<file path="src/rtl/phase_pkg.sv">
// Shared types and default sizing for the two-phase non-overlapping clock controller.
package phase_pkg;

    localparam int unsigned SYNC_STAGES_DEF = 2;
    localparam int unsigned DEAD_W_DEF      = 4;

    typedef enum logic [2:0] {
        StIdle,
        StP1,
        StD12,
        StP2,
        StD21
    } state_e;

endpackage

</file>
<file path="src/rtl/sync_ff.sv">
// Multi-flop synchronizer for a single asynchronous level input.
module sync_ff #(
    parameter int unsigned STAGES = 2
) (
    input  logic clk,
    input  logic rst_n,
    input  logic d,
    output logic q
);

    logic [STAGES-1:0] ff_q;

    always_ff @(posedge clk or negedge rst_n) begin
        if (!rst_n) begin
            ff_q <= '0;
        end else begin
            ff_q <= {ff_q[STAGES-2:0], d};
        end
    end

    assign q = ff_q[STAGES-1];

endmodule

</file>
<file path="src/rtl/phase_ctrl.sv">
// Two-phase non-overlapping driver: synchronized PWM command steers phi1/phi2 with a
// guaranteed dead interval at every phase change, and counts completed phi2 pulses.
module phase_ctrl
    import phase_pkg::*;
#(
    parameter int unsigned SYNC_STAGES = SYNC_STAGES_DEF,
    parameter int unsigned DEAD_W      = DEAD_W_DEF
) (
    input  logic              clk,
    input  logic              rst_n,
    input  logic              en,
    input  logic              pwm_in,
    input  logic [DEAD_W-1:0] dead_time,
    output logic              phi1,
    output logic              phi2,
    output logic              in_dead,
    output logic [15:0]       cycle_cnt
);

    logic              pwm_s;
    state_e            state_q, state_d;
    logic [DEAD_W-1:0] dcnt_q, dcnt_d;
    logic [DEAD_W-1:0] dt_eff;
    logic              cnt_inc;

    sync_ff #(
        .STAGES(SYNC_STAGES)
    ) u_sync (
        .clk  (clk),
        .rst_n(rst_n),
        .d    (pwm_in),
        .q    (pwm_s)
    );

    // A zero dead time still yields one cycle of non-overlap.
    assign dt_eff = (dead_time == '0) ? DEAD_W'(1) : dead_time;

    always_comb begin
        state_d = state_q;
        dcnt_d  = dcnt_q;
        cnt_inc = 1'b0;
        if (!en) begin
            state_d = StIdle;
            dcnt_d  = '0;
        end else begin
            case (state_q)
                StIdle: begin
                    state_d = pwm_s ? StD12 : StD21;
                    dcnt_d  = dt_eff;
                end
                StP1: begin
                    if (pwm_s) begin
                        state_d = StD12;
                        dcnt_d  = dt_eff;
                    end
                end
                StP2: begin
                    if (!pwm_s) begin
                        state_d = StD21;
                        dcnt_d  = dt_eff;
                        cnt_inc = 1'b1;
                    end
                end
                StD12, StD21: begin
                    dcnt_d = dcnt_q - DEAD_W'(1);
                    // Interval always runs to completion; the target phase is chosen at expiry.
                    if (dcnt_q == DEAD_W'(1)) begin
                        state_d = pwm_s ? StP2 : StP1;
                    end
                end
                default: begin
                    state_d = StIdle;
                    dcnt_d  = '0;
                end
            endcase
        end
    end

    always_ff @(posedge clk or negedge rst_n) begin
        if (!rst_n) begin
            state_q   <= StIdle;
            dcnt_q    <= '0;
            phi1      <= 1'b0;
            phi2      <= 1'b0;
            in_dead   <= 1'b0;
            cycle_cnt <= '0;
        end else begin
            state_q <= state_d;
            dcnt_q  <= dcnt_d;
            phi1    <= (state_d == StP1);
            phi2    <= (state_d == StP2);
            in_dead <= (state_d == StD12) || (state_d == StD21);
            if (cnt_inc) begin
                cycle_cnt <= cycle_cnt + 16'd1;
            end
        end
    end

endmodule
</file>
<file path="config.mk">
export PLATFORM = sky130hd
export DESIGN_NAME = phase_ctrl
export DESIGN_NICKNAME = d
export VERILOG_FILES = /design/src/rtl/phase_pkg.sv /design/src/rtl/sync_ff.sv /design/src/rtl/phase_ctrl.sv
export SDC_FILE = /design/constraint.sdc
export NUM_CORES = 1
export LEC_CHECK = 0
export ABC_AREA = 1
export CORE_ASPECT_RATIO = 0.75
export CORE_MARGIN = 5
export CORE_UTILIZATION = 43
export CTS_BUF_LIST = sky130_fd_sc_hd__clkbuf_2
export CTS_CLUSTER_DIAMETER = 40
export CTS_CLUSTER_SIZE = 30
export DETAILED_ROUTE_END_ITERATION = 16
export PLACE_DENSITY = 0.76
export SLEW_MARGIN = 20
export SYNTH_ARGS = -nofsm -noshare
export SYNTH_HDL_FRONTEND = slang
export SYNTH_SLANG_ARGS = --single-unit
</file>
<file path="constraint.sdc">
create_clock -name clk -period 3.3 [get_ports clk]
set_input_delay 0.66 -clock clk [delete_from_list [all_inputs] [get_ports clk]]
set_output_delay 0.66 -clock clk [all_outputs]
set_load 0.02 [all_outputs]
</file>
; Word-level counts from Yosys, hierarchy flattened
; Cells that the tools add are included.
[op_classes]
n_reduce_logical = 5
addsub = 2
n_mux = 15
n_eq_ne = 11
[ops]
columns = op, n
row1 = "adder 16 x 1 -> 16 bit, second input constant", 1
row2 = 2-to-1 mux 4 bit, 4
row3 = case mux 4 bit (4 select lines), 1
row4 = 2-to-1 mux 3 bit, 5
row5 = "== test 3 x 2 -> 1 bit, second input constant", 4
row6 = case mux 3 bit (4 select lines), 1
row7 = "== test 3 x 1 -> 1 bit, second input constant", 2
row8 = "== test 3 bit, second input constant", 2
row9 = "== test 4 x 1 -> 1 bit, second input constant", 1
row10 = logical NOT 4 bit, 1
row11 = "subtractor 4 x 1 -> 4 bit, second input constant", 1
row12 = logical NOT 3 bit, 1
row13 = 2-to-1 mux 1 bit, 3
row14 = "inequality test 3 x 2 -> 1 bit, second input constant", 1
row15 = "inequality test 3 bit, second input constant", 1
row16 = 2-to-1 mux 2 bit, 1
row17 = AND reduction 2 bit, 1
row18 = OR reduction 2 bit, 1
row19 = logical OR 1 bit, 1
[totals]
out_inout_bits = 19
ff_bits = 28
inputBits = 8
word_cells = 40

; Logic depth before layout (Yosys ltp)
; Gate-level depths: netlist (run 1).
[logic_depth]
word_depth = 6
mapped_depth = 9
mapped_depth_nobuf = 9

; By module
; Synthesis (run 1) repeated with hierarchy kept, for this count alone.
[unflattened]
hier_cells = 214
area_unflattened_um2 = 1586.5
[by_module_without_submodules]
columns = mod, area_per_inst_um2, cells_each, n_inst, seq_area_each_um2
row1 = phase_ctrl, 1536.5, 212, 1, 650.6
row2 = sync_ff, 50.0, 2, 1, 50.0

; Least setup slack after synthesis (run 1)
; No wires, ideal clock.
[synth_timing]
kind = register to register
startpoint = reg cycle_cnt[0]
endpoint = reg cycle_cnt[8]
path_stages_with_launch = 8
period_less_slack_ns = 1.394
path_buffers = 0
slack_ns = 1.906
t_arrival_ns = 1.268
required_time_ns = 3.173
setup_time_ns = 0.127
path_cell_list = dfrtp_1 > ha_1 > inv_1 > nor2_1 > nand2_1 > xor2_1 > nand2_1 > o21ai_0
[synth_via]
elab_chain_cells = 1
[synth_rtl]
columns = item, line
row1 = "start, declared", phase_ctrl.sv:17  ; output logic [15:0] cycle_cnt
row2 = "start signal, assigned", phase_ctrl.sv:94  ; cycle_cnt <= cycle_cnt + 16'd1;
row3 = adder 16 x 1 -> 16 bit, phase_ctrl.sv:94
; No other way between the ends.
; A chain may end at the register's enable or synchronous reset.

; Worst setup path in the final report (run 1)
[layout_timing]
startpoint = reg cycle_cnt[0]
endpoint = out cycle_cnt[0]
; No word-level cell between the ends.

==> flow_metrics.tcl, run 1 <==
set metrics [dict create \
    vias 1396 \
    rsz0062_at_grt "no" \
    post_cts_buffers 0 \
    hpwlAfterDp_um 2610 \
    crit_chain "clkdlybuf4s50_1" \
    synth_cell_type_count 20 \
    finClkSkew_ns 0.0106 \
    cts_hold_buf 0 \
    port_buffers 26 \
    syn_area_mm2 0.00157 \
    antenna_found_initial 0 \
    clock_latency_ns 0.36 \
    cts_tree "built" \
    h-tree-depth 1 \
    numCtsBuffers 3 \
    track_usage_pct 14.3 \
    clock_sinks 28 \
    cp.buffers_inverters 1 \
    n_antenna_cell 0 \
    cp.arrival_ns 1.52 \
    yosys.area.top_type_share_pct 44.6 \
    cts_resized 0 \
    tightest_slew_ns 0.348 \
    p_leak_nw 0.942 \
    final_hold_viol_count 0 \
    cpPeakStageDelay_ns 0.64 \
    hold_class "reg2reg" \
    globalplace.congestion 0.867 \
    post_synth.cell_area_avg_um2 7.34 \
    yosysTopAreaCell "dfrtp_1" \
    area_delta_synth_final_pct 21.7 \
    synthCells 214 \
    slew_headroom_pct 76.8 \
    rows 19 \
    ys_seq_elements 28 \
    layout_worst_path_cycle_share_pct 66.0 \
    nNetsFinal 256 \
    drv_slew 0 \
    maxCapViolCount 0 \
    first_global_vias 1218 \
    coreArea_mm2 0.00359 \
    max_freq_mhz 459 \
    ys_warn_count 0 \
    drc 0 \
    setup_violations 0 \
    root_buffer "clkbuf_2" \
    worst_setup_path_end_kind "output port" \
    drt_iter0_markers 95 \
    power_density_mw_per_mm2 393 \
    fp.dieH_um 62.4 \
    grt_max_degree 29 \
    vias_per_cell 4.72 \
    drtPass1Iterations 4 \
    dieArea_mm2 0.00498 \
    tns_ns 0 \
    cpMaxStageDelayCell "clkdlybuf4s50_1" \
    cp-start-kind "flip-flop" \
    status "complete, no violations" \
    die_x_um 79.8 \
    clk_transition_reported_paths_ns 0.25 \
    cp_top_family "buffers and inverters" \
    final_antenna_net_count 0 \
    yosysSeqAreaShare_pct 44.6 \
    clock_path_buffers 2 \
    p_total_mw 0.751 \
    worstPathMaxFanout 6 \
    nFillCells 350 \
    syn_nets 225 \
    grt_first_pass_wirelength_um 5710 \
    fin_crit_ns 2.18 \
    io_pins 27 \
    wl_per_cell_um 11.0 \
    wl_um 3270 \
    crit_required_ns 2.64 \
    start_util_pct 43.8 \
    drive_above_1_share_pct 4.92 \
    ys_top_cells_by_area "dfrtp_1, nand2_1, nor2_1, o21ai_0, inv_1" \
    critPathKind "reg2out" \
    gr-total-overflow 0 \
    peakVddDrop_mv 0.228 \
]
## synth_stat cells
library cell and count:
o21ai_0 16, nor2_2 1, dfrtp_1 28, xor2_1 5
o21ai_1 1, inv_2 2, nand2_2 2, nor3_1 1
nor2_4 1, inv_1 21, buf_6 1, xnor2_1 4
nand3_1 15, nor2_1 25, ha_1 3, nand4_1 7
nand2_1 78, a21oi_1 1, nand3_4 1, inv_6 1
## state kept, by name (all words and copies together), names as in the netlist
name         cells
in_dead          1
state_q          3
cycle_cnt       16
dcnt_q           4
phi2             1
u_sync.ff_q      2
phi1             1
## path summary, 6_finish.rpt
path | depth (start not counted) | to | from | slack (ns)
min in group asynchronous | 2 | cycle_cnt[3]$_DFFE_PN0P_ | rst_n | 0.62
min reg2reg | 0 | u_sync.ff_q[1]$_DFF_PN0_ | u_sync.ff_q[0]$_DFF_PN0_ | 0.40
max | 1 | cycle_cnt[0] | cycle_cnt[0]$_DFFE_PN0P_ | 1.12
max in group asynchronous | 2 | dcnt_q[2]$_DFFE_PN0P_ | rst_n | 2.42
min | 0 | u_sync.ff_q[1]$_DFF_PN0_ | u_sync.ff_q[0]$_DFF_PN0_ | 0.40
max reg2reg | 7 | cycle_cnt[8]$_DFFE_PN0P_ | cycle_cnt[0]$_DFFE_PN0P_ | 1.82
## layout make-up
class | instances | area (µm²) | share of cell area [%]
inverter | 24 | 95.1 | 4.97
tap | 52 | 65.1 | 3.40
clock buffer | 3 | 15.0 | 0.785
sequential | 28 | 701 | 36.6
multi-input combinational | 161 | 764 | 40.0
clock inverter | 1 | 3.75 | 0.196
timing repair buffer | 27 | 268 | 14.0
## cells by family after synthesis
group	synth area share [%]
AOI/OAI and AO/OA	5.73
buffers and inverters	6.77
and+or+nand+nor	35.5
adders and majority gates	2.39
xor gates and xnor gates	5.02
DFF	44.6
## per-stage QoR
step	setup WS (ns)	util [%]	instance area [µm²]	std cells	hold slack, ns
final	1.12	53.3	1910	296	0.396
after global routing	1.05	53.3	1910	296	0.418
after CTS	1.10	53.3	1910	296	0.402
after detailed placement	1.32	52.7	1890	292	0.350
after global placement	1.34	52.7	1890	292	0.331
after floorplan	1.91	-	1570	214	0.331
## cell usage in the layout, fill, tap and decap left out, types with 2 or more instances in the layout
master,Yosys,layout
ha_1,3,3
inv_2,2,2
dfrtp_1,28,28
nand2_1,78,78
inv_1,21,21
xnor2_1,4,4
nand4_1,7,7
clkdlybuf4s50_1,0,26
nand2_2,2,2
nand3_1,15,15
o21ai_0,16,16
xor2_1,5,5
clkbuf_2,0,3
nor2_1,25,25
## power breakdown
group,total (mW),leakage (nW),internal [mW],switching [mW]
Clock,0.124,0.0140,0.0263,0.0979
Sequential,0.409,0.344,0.374,0.0352
Combinational,0.217,0.583,0.0872,0.130
Total,0.751,0.942,0.488,0.263
## per-layer routing
metal  GRT usage [%]  up-vias  wire (µm)
met4            2.53        0         27
met3            3.18        2        172
li1                -      742          -
met2            21.8       37       1420
met1            21.0      615       1650
met5               0        -          0
Note: power is estimated with default switching activity, not from simulation.
==> inputs of run 2 (changes only) <==
==> constraint.sdc (replaced) <==
create_clock -name clk -period 2.2 [get_ports clk]
set_input_delay 0.44 -clock clk [delete_from_list [all_inputs] [get_ports clk]]
set_output_delay 0.44 -clock clk [all_outputs]
set_load 0.02 [all_outputs]
==> flow_metrics.tcl, run 2 (synthesis results as in run 1) <==
set metrics [dict create \
    h-tree-depth 1 \
    globalplace.congestion 0.865 \
    r2r-start "cycle_cnt[0]$_DFFE_PN0P_" \
    layout_worst_path_cycle_share_pct 90.2 \
    nNetsFinal 256 \
    root_buffer "clkbuf_2" \
    grt_max_degree 29 \
    io_pins 27 \
    port_buffers 26 \
    worstRegToRegCells 8 \
    clk_transition_reported_paths_ns 0.28 \
    cp.depth 1 \
    nFillCells 350 \
    clock_path_buffers 2 \
    worstPathMaxFanout 5 \
    tns_ns 0 \
    cpMaxStageDelayCell "clkdlybuf4s50_1" \
    cts_hold_buf 0 \
    fp.dieH_um 62.4 \
    hold_ws_ns 0.370 \
    clock_latency_ns 0.38 \
    crit_required_ns 1.76 \
    p_leak_nw 0.954 \
    rrSetupSlack_ns 0.74 \
    die_x_um 79.8 \
    first_global_vias 1242 \
    cp.arrival_ns 1.54 \
    drv_slew 0 \
    drive_above_1_share_pct 5.33 \
    cts_resized 0 \
    antenna_found_initial 0 \
    clock_sinks 28 \
    maxCapViolCount 0 \
    finClkSkew_ns 0.0279 \
    drtPass1Iterations 4 \
    area_delta_synth_final_pct 23.3 \
    layout_commonest_cell "nand2_1" \
    post_cts_buffers 0 \
    dieArea_mm2 0.00498 \
    max_freq_mhz 504 \
    cts_tree "built" \
    grt_first_pass_wirelength_um 5680 \
    rows 19 \
    tightest_slew_ns 0.349 \
    wl_um 3250 \
    dp_cells 292 \
    peakVddDrop_mv 0.392 \
    crit_end "cycle_cnt[10]" \
    fin_cells 296 \
    vias_per_cell 4.73 \
    p_total_mw 1.25 \
    final_antenna_net_count 0 \
    power_density_mw_per_mm2 647 \
    mostFrequentLayoutCells "nand2_1, dfrtp_1, clkdlybuf4s50_1, nor2_1, inv_1" \
    reg_top3 "cycle_cnt x16, dcnt_q x4, state_q x3" \
    vias 1400 \
    hpwlAfterDp_um 2520 \
    largest_reg_flops 16 \
    gr-total-overflow 0 \
    setup_violations 0 \
    cp_top_family "buffers and inverters" \
    top_register "cycle_cnt" \
    final_hold_viol_count 0 \
    cp.buffers_inverters 1 \
    rsz0062_at_grt "no" \
    cpPeakStageDelay_ns 0.64 \
    n_antenna_cell 0 \
    coreArea_mm2 0.00359 \
    numCtsBuffers 3 \
    wl_per_cell_um 11.0 \
    track_usage_pct 14.2 \
    fin_crit_ns 1.98 \
    critical_path.startpoint "cycle_cnt[10]$_DFFE_PN0P_" \
    reg2reg_to "cycle_cnt[14]$_DFFE_PN0P_" \
    crit_chain "clkdlybuf4s50_1" \
    drc 0 \
    slew_headroom_pct 76.7 \
    cp-start-kind "flip-flop" \
    drt_iter0_markers 124 \
    worst_setup_path_end_kind "output port" \
    start_util_pct 43.8 \
    hold_class "in2async" \
    status "complete, no violations" \
    critPathKind "reg2out" \
]
==> run 2: cell types whose count changed in the layout (fill, tap and decap cells not counted) <==
cell       previous run  this run
clkinv_1              1         0
bufinv_16             0         1
==> run 2: worst min path at each step <==
| stage | cells past startpoint | to | slack, ns |
|---|---|---|---|
| final | 2 | cycle_cnt[12]$_DFFE_PN0P_ | 0.37 |
| after global placement | 0 | u_sync.ff_q[1]$_DFF_PN0_ | 0.33 |
| after CTS | 2 | cycle_cnt[8]$_DFFE_PN0P_ | 0.38 |
| after global routing | 2 | cycle_cnt[12]$_DFFE_PN0P_ | 0.38 |
| after detailed placement | 0 | u_sync.ff_q[1]$_DFF_PN0_ | 0.35 |
| after floorplan | 0 | cycle_cnt[0]$_DFFE_PN0P_ | 0.14 |
==> run 2: layout make-up <==
type | count | area (µm²) | area share, %
sequential | 28 | 701 | 36.2
clock buffer | 3 | 15.0 | 0.775
clock inverter | 1 | 30.0 | 1.55
tap | 52 | 65.1 | 3.36
multi-input combinational | 161 | 764 | 39.4
timing repair buffer | 27 | 268 | 13.8
inverter | 24 | 95.1 | 4.91
==> run 2: per-stage QoR <==
step | instance area (µm²) | util [%] | worst slack [ns]
after global routing | 1940 | 54.0 | 0.135
final | 1940 | 54.0 | 0.216
after global placement | 1890 | 52.7 | 0.461
after floorplan | 1570 | - | 0.806
after CTS | 1940 | 54.0 | 0.212
after detailed placement | 1890 | 52.7 | 0.429
==> run 2: layer usage <==
layer	share of wire [%]	up-vias	GRT usage, %
li1	-	735	-
met1	52	635	21.0
met2	42	28	20.9
met3	4.3	2	3.18
met4	0.83	0	3.80
met5	0	-	0
==> run 2: power breakdown <==
part | switching (mW) | internal, mW | total [mW]
sequential | 0.0517 | 0.562 | 0.613
clock | 0.158 | 0.156 | 0.315
combinational | 0.195 | 0.131 | 0.326
==> inputs of run 3 (changes only) <==
--- a/config.mk
+++ b/config.mk
@@ -13,7 +13,8 @@
 export CTS_CLUSTER_DIAMETER = 40
 export CTS_CLUSTER_SIZE = 30
 export DETAILED_ROUTE_END_ITERATION = 16
-export PLACE_DENSITY = 0.76
+export DONT_BUFFER_PORTS = 1
+export PLACE_DENSITY = 0.67
 export SLEW_MARGIN = 20
 export SYNTH_ARGS = -nofsm -noshare
 export SYNTH_HDL_FRONTEND = slang
==> flow_metrics.tcl, run 3 (synthesis results as in run 1) <==
set metrics [dict create \
    area_delta_synth_final_pct 7.17 \
    critPathKind "reg2reg" \
    r2r-start "cycle_cnt[0]$_DFFE_PN0P_" \
    wl_per_cell_um 12.2 \
    cp_top_family "simple AND/OR/NAND/NOR gates" \
    max_freq_mhz 623 \
    drt_iter0_markers 107 \
    whs_endpoint "state_q[1]$_DFF_PN0_" \
    nFillCells 363 \
    hold_ws_ns 0.162 \
    final_hold_viol_count 0 \
    port_buffers 0 \
    grt_max_degree 29 \
    power_density_mw_per_mm2 638 \
    start_util_pct 43.8 \
    nNetsFinal 232 \
    gr-total-overflow 0 \
    multiInputGateArea_um2 764 \
    vias_per_cell 4.88 \
    die_x_um 79.8 \
    cp.buffers_inverters 0 \
    worstPathMaxFanout 6 \
    numCtsBuffers 3 \
    hpwlAfterDp_um 2480 \
    tns_ns 0 \
    root_buffer "clkbuf_2" \
    hold_depth 2 \
    drc 0 \
    drtPass1Iterations 5 \
    reg2reg_to "cycle_cnt[14]$_DFFE_PN0P_" \
    maxCapViolCount 0 \
    crit_required_ns 2.49 \
    mostFrequentLayoutCells "nand2_1, dfrtp_1, nor2_1, inv_1, o21ai_0" \
    dp_cells 265 \
    regArea_um2 701 \
    wl_um 3330 \
    worstRegToRegCells 8 \
    cp.arrival_ns 1.89 \
    p_leak_nw 0.855 \
    rsz0062_at_grt "no" \
    top_register "cycle_cnt" \
    clk_transition_reported_paths_ns 0.26 \
    dieArea_mm2 0.00498 \
    rows 19 \
    status "complete, no violations" \
    io_pins 27 \
    fin_cells 272 \
    grt_first_pass_wirelength_um 5830 \
    post_cts_buffers 0 \
    peakVddDrop_mv 0.255 \
    crit_chain "ha_1 -> nand3_1 -> nor2_1 -> nand3_1 -> nand2_1 -> nand2_1 -> nand2_1 -> nand2_1" \
    layout_commonest_cell "nand2_1" \
    fin_util_pct 46.9 \
    h-tree-depth 1 \
    placed_cell_area_mm2 0.00163 \
    slew_headroom_pct 75.5 \
    layout_worst_path_cycle_share_pct 72.9 \
    coreArea_mm2 0.00359 \
    rrSetupSlack_ns 0.60 \
    worst_slack_ns 0.596 \
    cp-start-kind "flip-flop" \
    reg_top3 "cycle_cnt x16, dcnt_q x4, state_q x3" \
    tightest_slew_ns 0.367 \
    fin_area_mm2 0.00168 \
    hold_start "en" \
    fp.dieH_um 62.4 \
    cpMaxStageDelayCell "dfrtp_1" \
    finClkSkew_ns 0.0155 \
    cpMostUsedCell "nand2_1" \
    fin_crit_ns 1.60 \
    vias 1328 \
    hold_class "in2reg" \
    antenna_found_initial 0 \
    clock_latency_ns 0.37 \
    p_total_mw 1.07 \
    n_antenna_cell 0 \
    setup_violations 0 \
    globalplace.congestion 0.856 \
    drv_slew 0 \
    place_ws_ns 0.619 \
    clock_sinks 28 \
    largest_reg_flops 16 \
    final_antenna_net_count 0 \
    cpPeakStageDelay_ns 0.61 \
    cts_tree "built" \
    worst_setup_path_end_kind "flip-flop" \
    clock_path_buffers 2 \
    drive_above_1_share_pct 5.45 \
    track_usage_pct 14.5 \
    first_global_vias 1227 \
]
run 3: cell count changes in the layout (fill, tap and decap cells not counted), sizes merged:
| cell | before | now |
|---|---|---|
| bufinv | 1 | 0 |
| clkdlybuf4s50 | 26 | 0 |
| clkinv | 0 | 1 |
| dlygate4sd3 | 0 | 2 |
run 3: timing repair:
item / CTS / global route
resized for setup: 0 / 0
hold buffers: 2 / 1
endpoints found under the hold margin: 28 / 1
run 3: per-layer routing:
| metal | global-route usage (%) | vias to the layer above | wire length (µm) |
|---|---|---|---|
| met1 | 21.6 | 604 | 1650 |
| li1 | - | 687 | - |
| met5 | 0 | - | 0 |
| met3 | 4.19 | 2 | 205 |
| met4 | 3.16 | 0 | 27 |
| met2 | 20.6 | 35 | 1440 |
run 3: cell type report:
type | count | share of cell area (%)
repair buffers | 3 | 2.38
clock buffers | 3 | 0.892
clock inverters | 1 | 0.223
well taps | 52 | 3.86
inverters | 24 | 5.65
multi-input cells | 161 | 45.4
flip-flops and latches | 28 | 41.6
run 3: report_power, final:
group / leakage (nW) / switching [mW] / total [mW] / internal [mW]
clock: 0.0140 / 0.150 / 0.189 / 0.0395
combinational: 0.497 / 0.152 / 0.236 / 0.0838
sequential: 0.344 / 0.0880 / 0.649 / 0.561
run 3: worst max path at each step:
stage                             start                         to  slack (ns)  cells after the start
2_1_floorplan  cycle_cnt[0]$_DFFE_PN0P_   cycle_cnt[8]$_DFFE_PN0P_        0.81                      7
3_3_place_gp   cycle_cnt[0]$_DFFE_PN0P_   cycle_cnt[8]$_DFFE_PN0P_        0.69                      7
3_5_place_dp   cycle_cnt[0]$_DFFE_PN0P_  cycle_cnt[14]$_DFFE_PN0P_        0.62                      8
4_1_cts        cycle_cnt[0]$_DFFE_PN0P_  cycle_cnt[14]$_DFFE_PN0P_        0.59                      8
5_1_grt        cycle_cnt[0]$_DFFE_PN0P_  cycle_cnt[14]$_DFFE_PN0P_        0.38                      8
6_report       cycle_cnt[0]$_DFFE_PN0P_  cycle_cnt[14]$_DFFE_PN0P_        0.60                      8
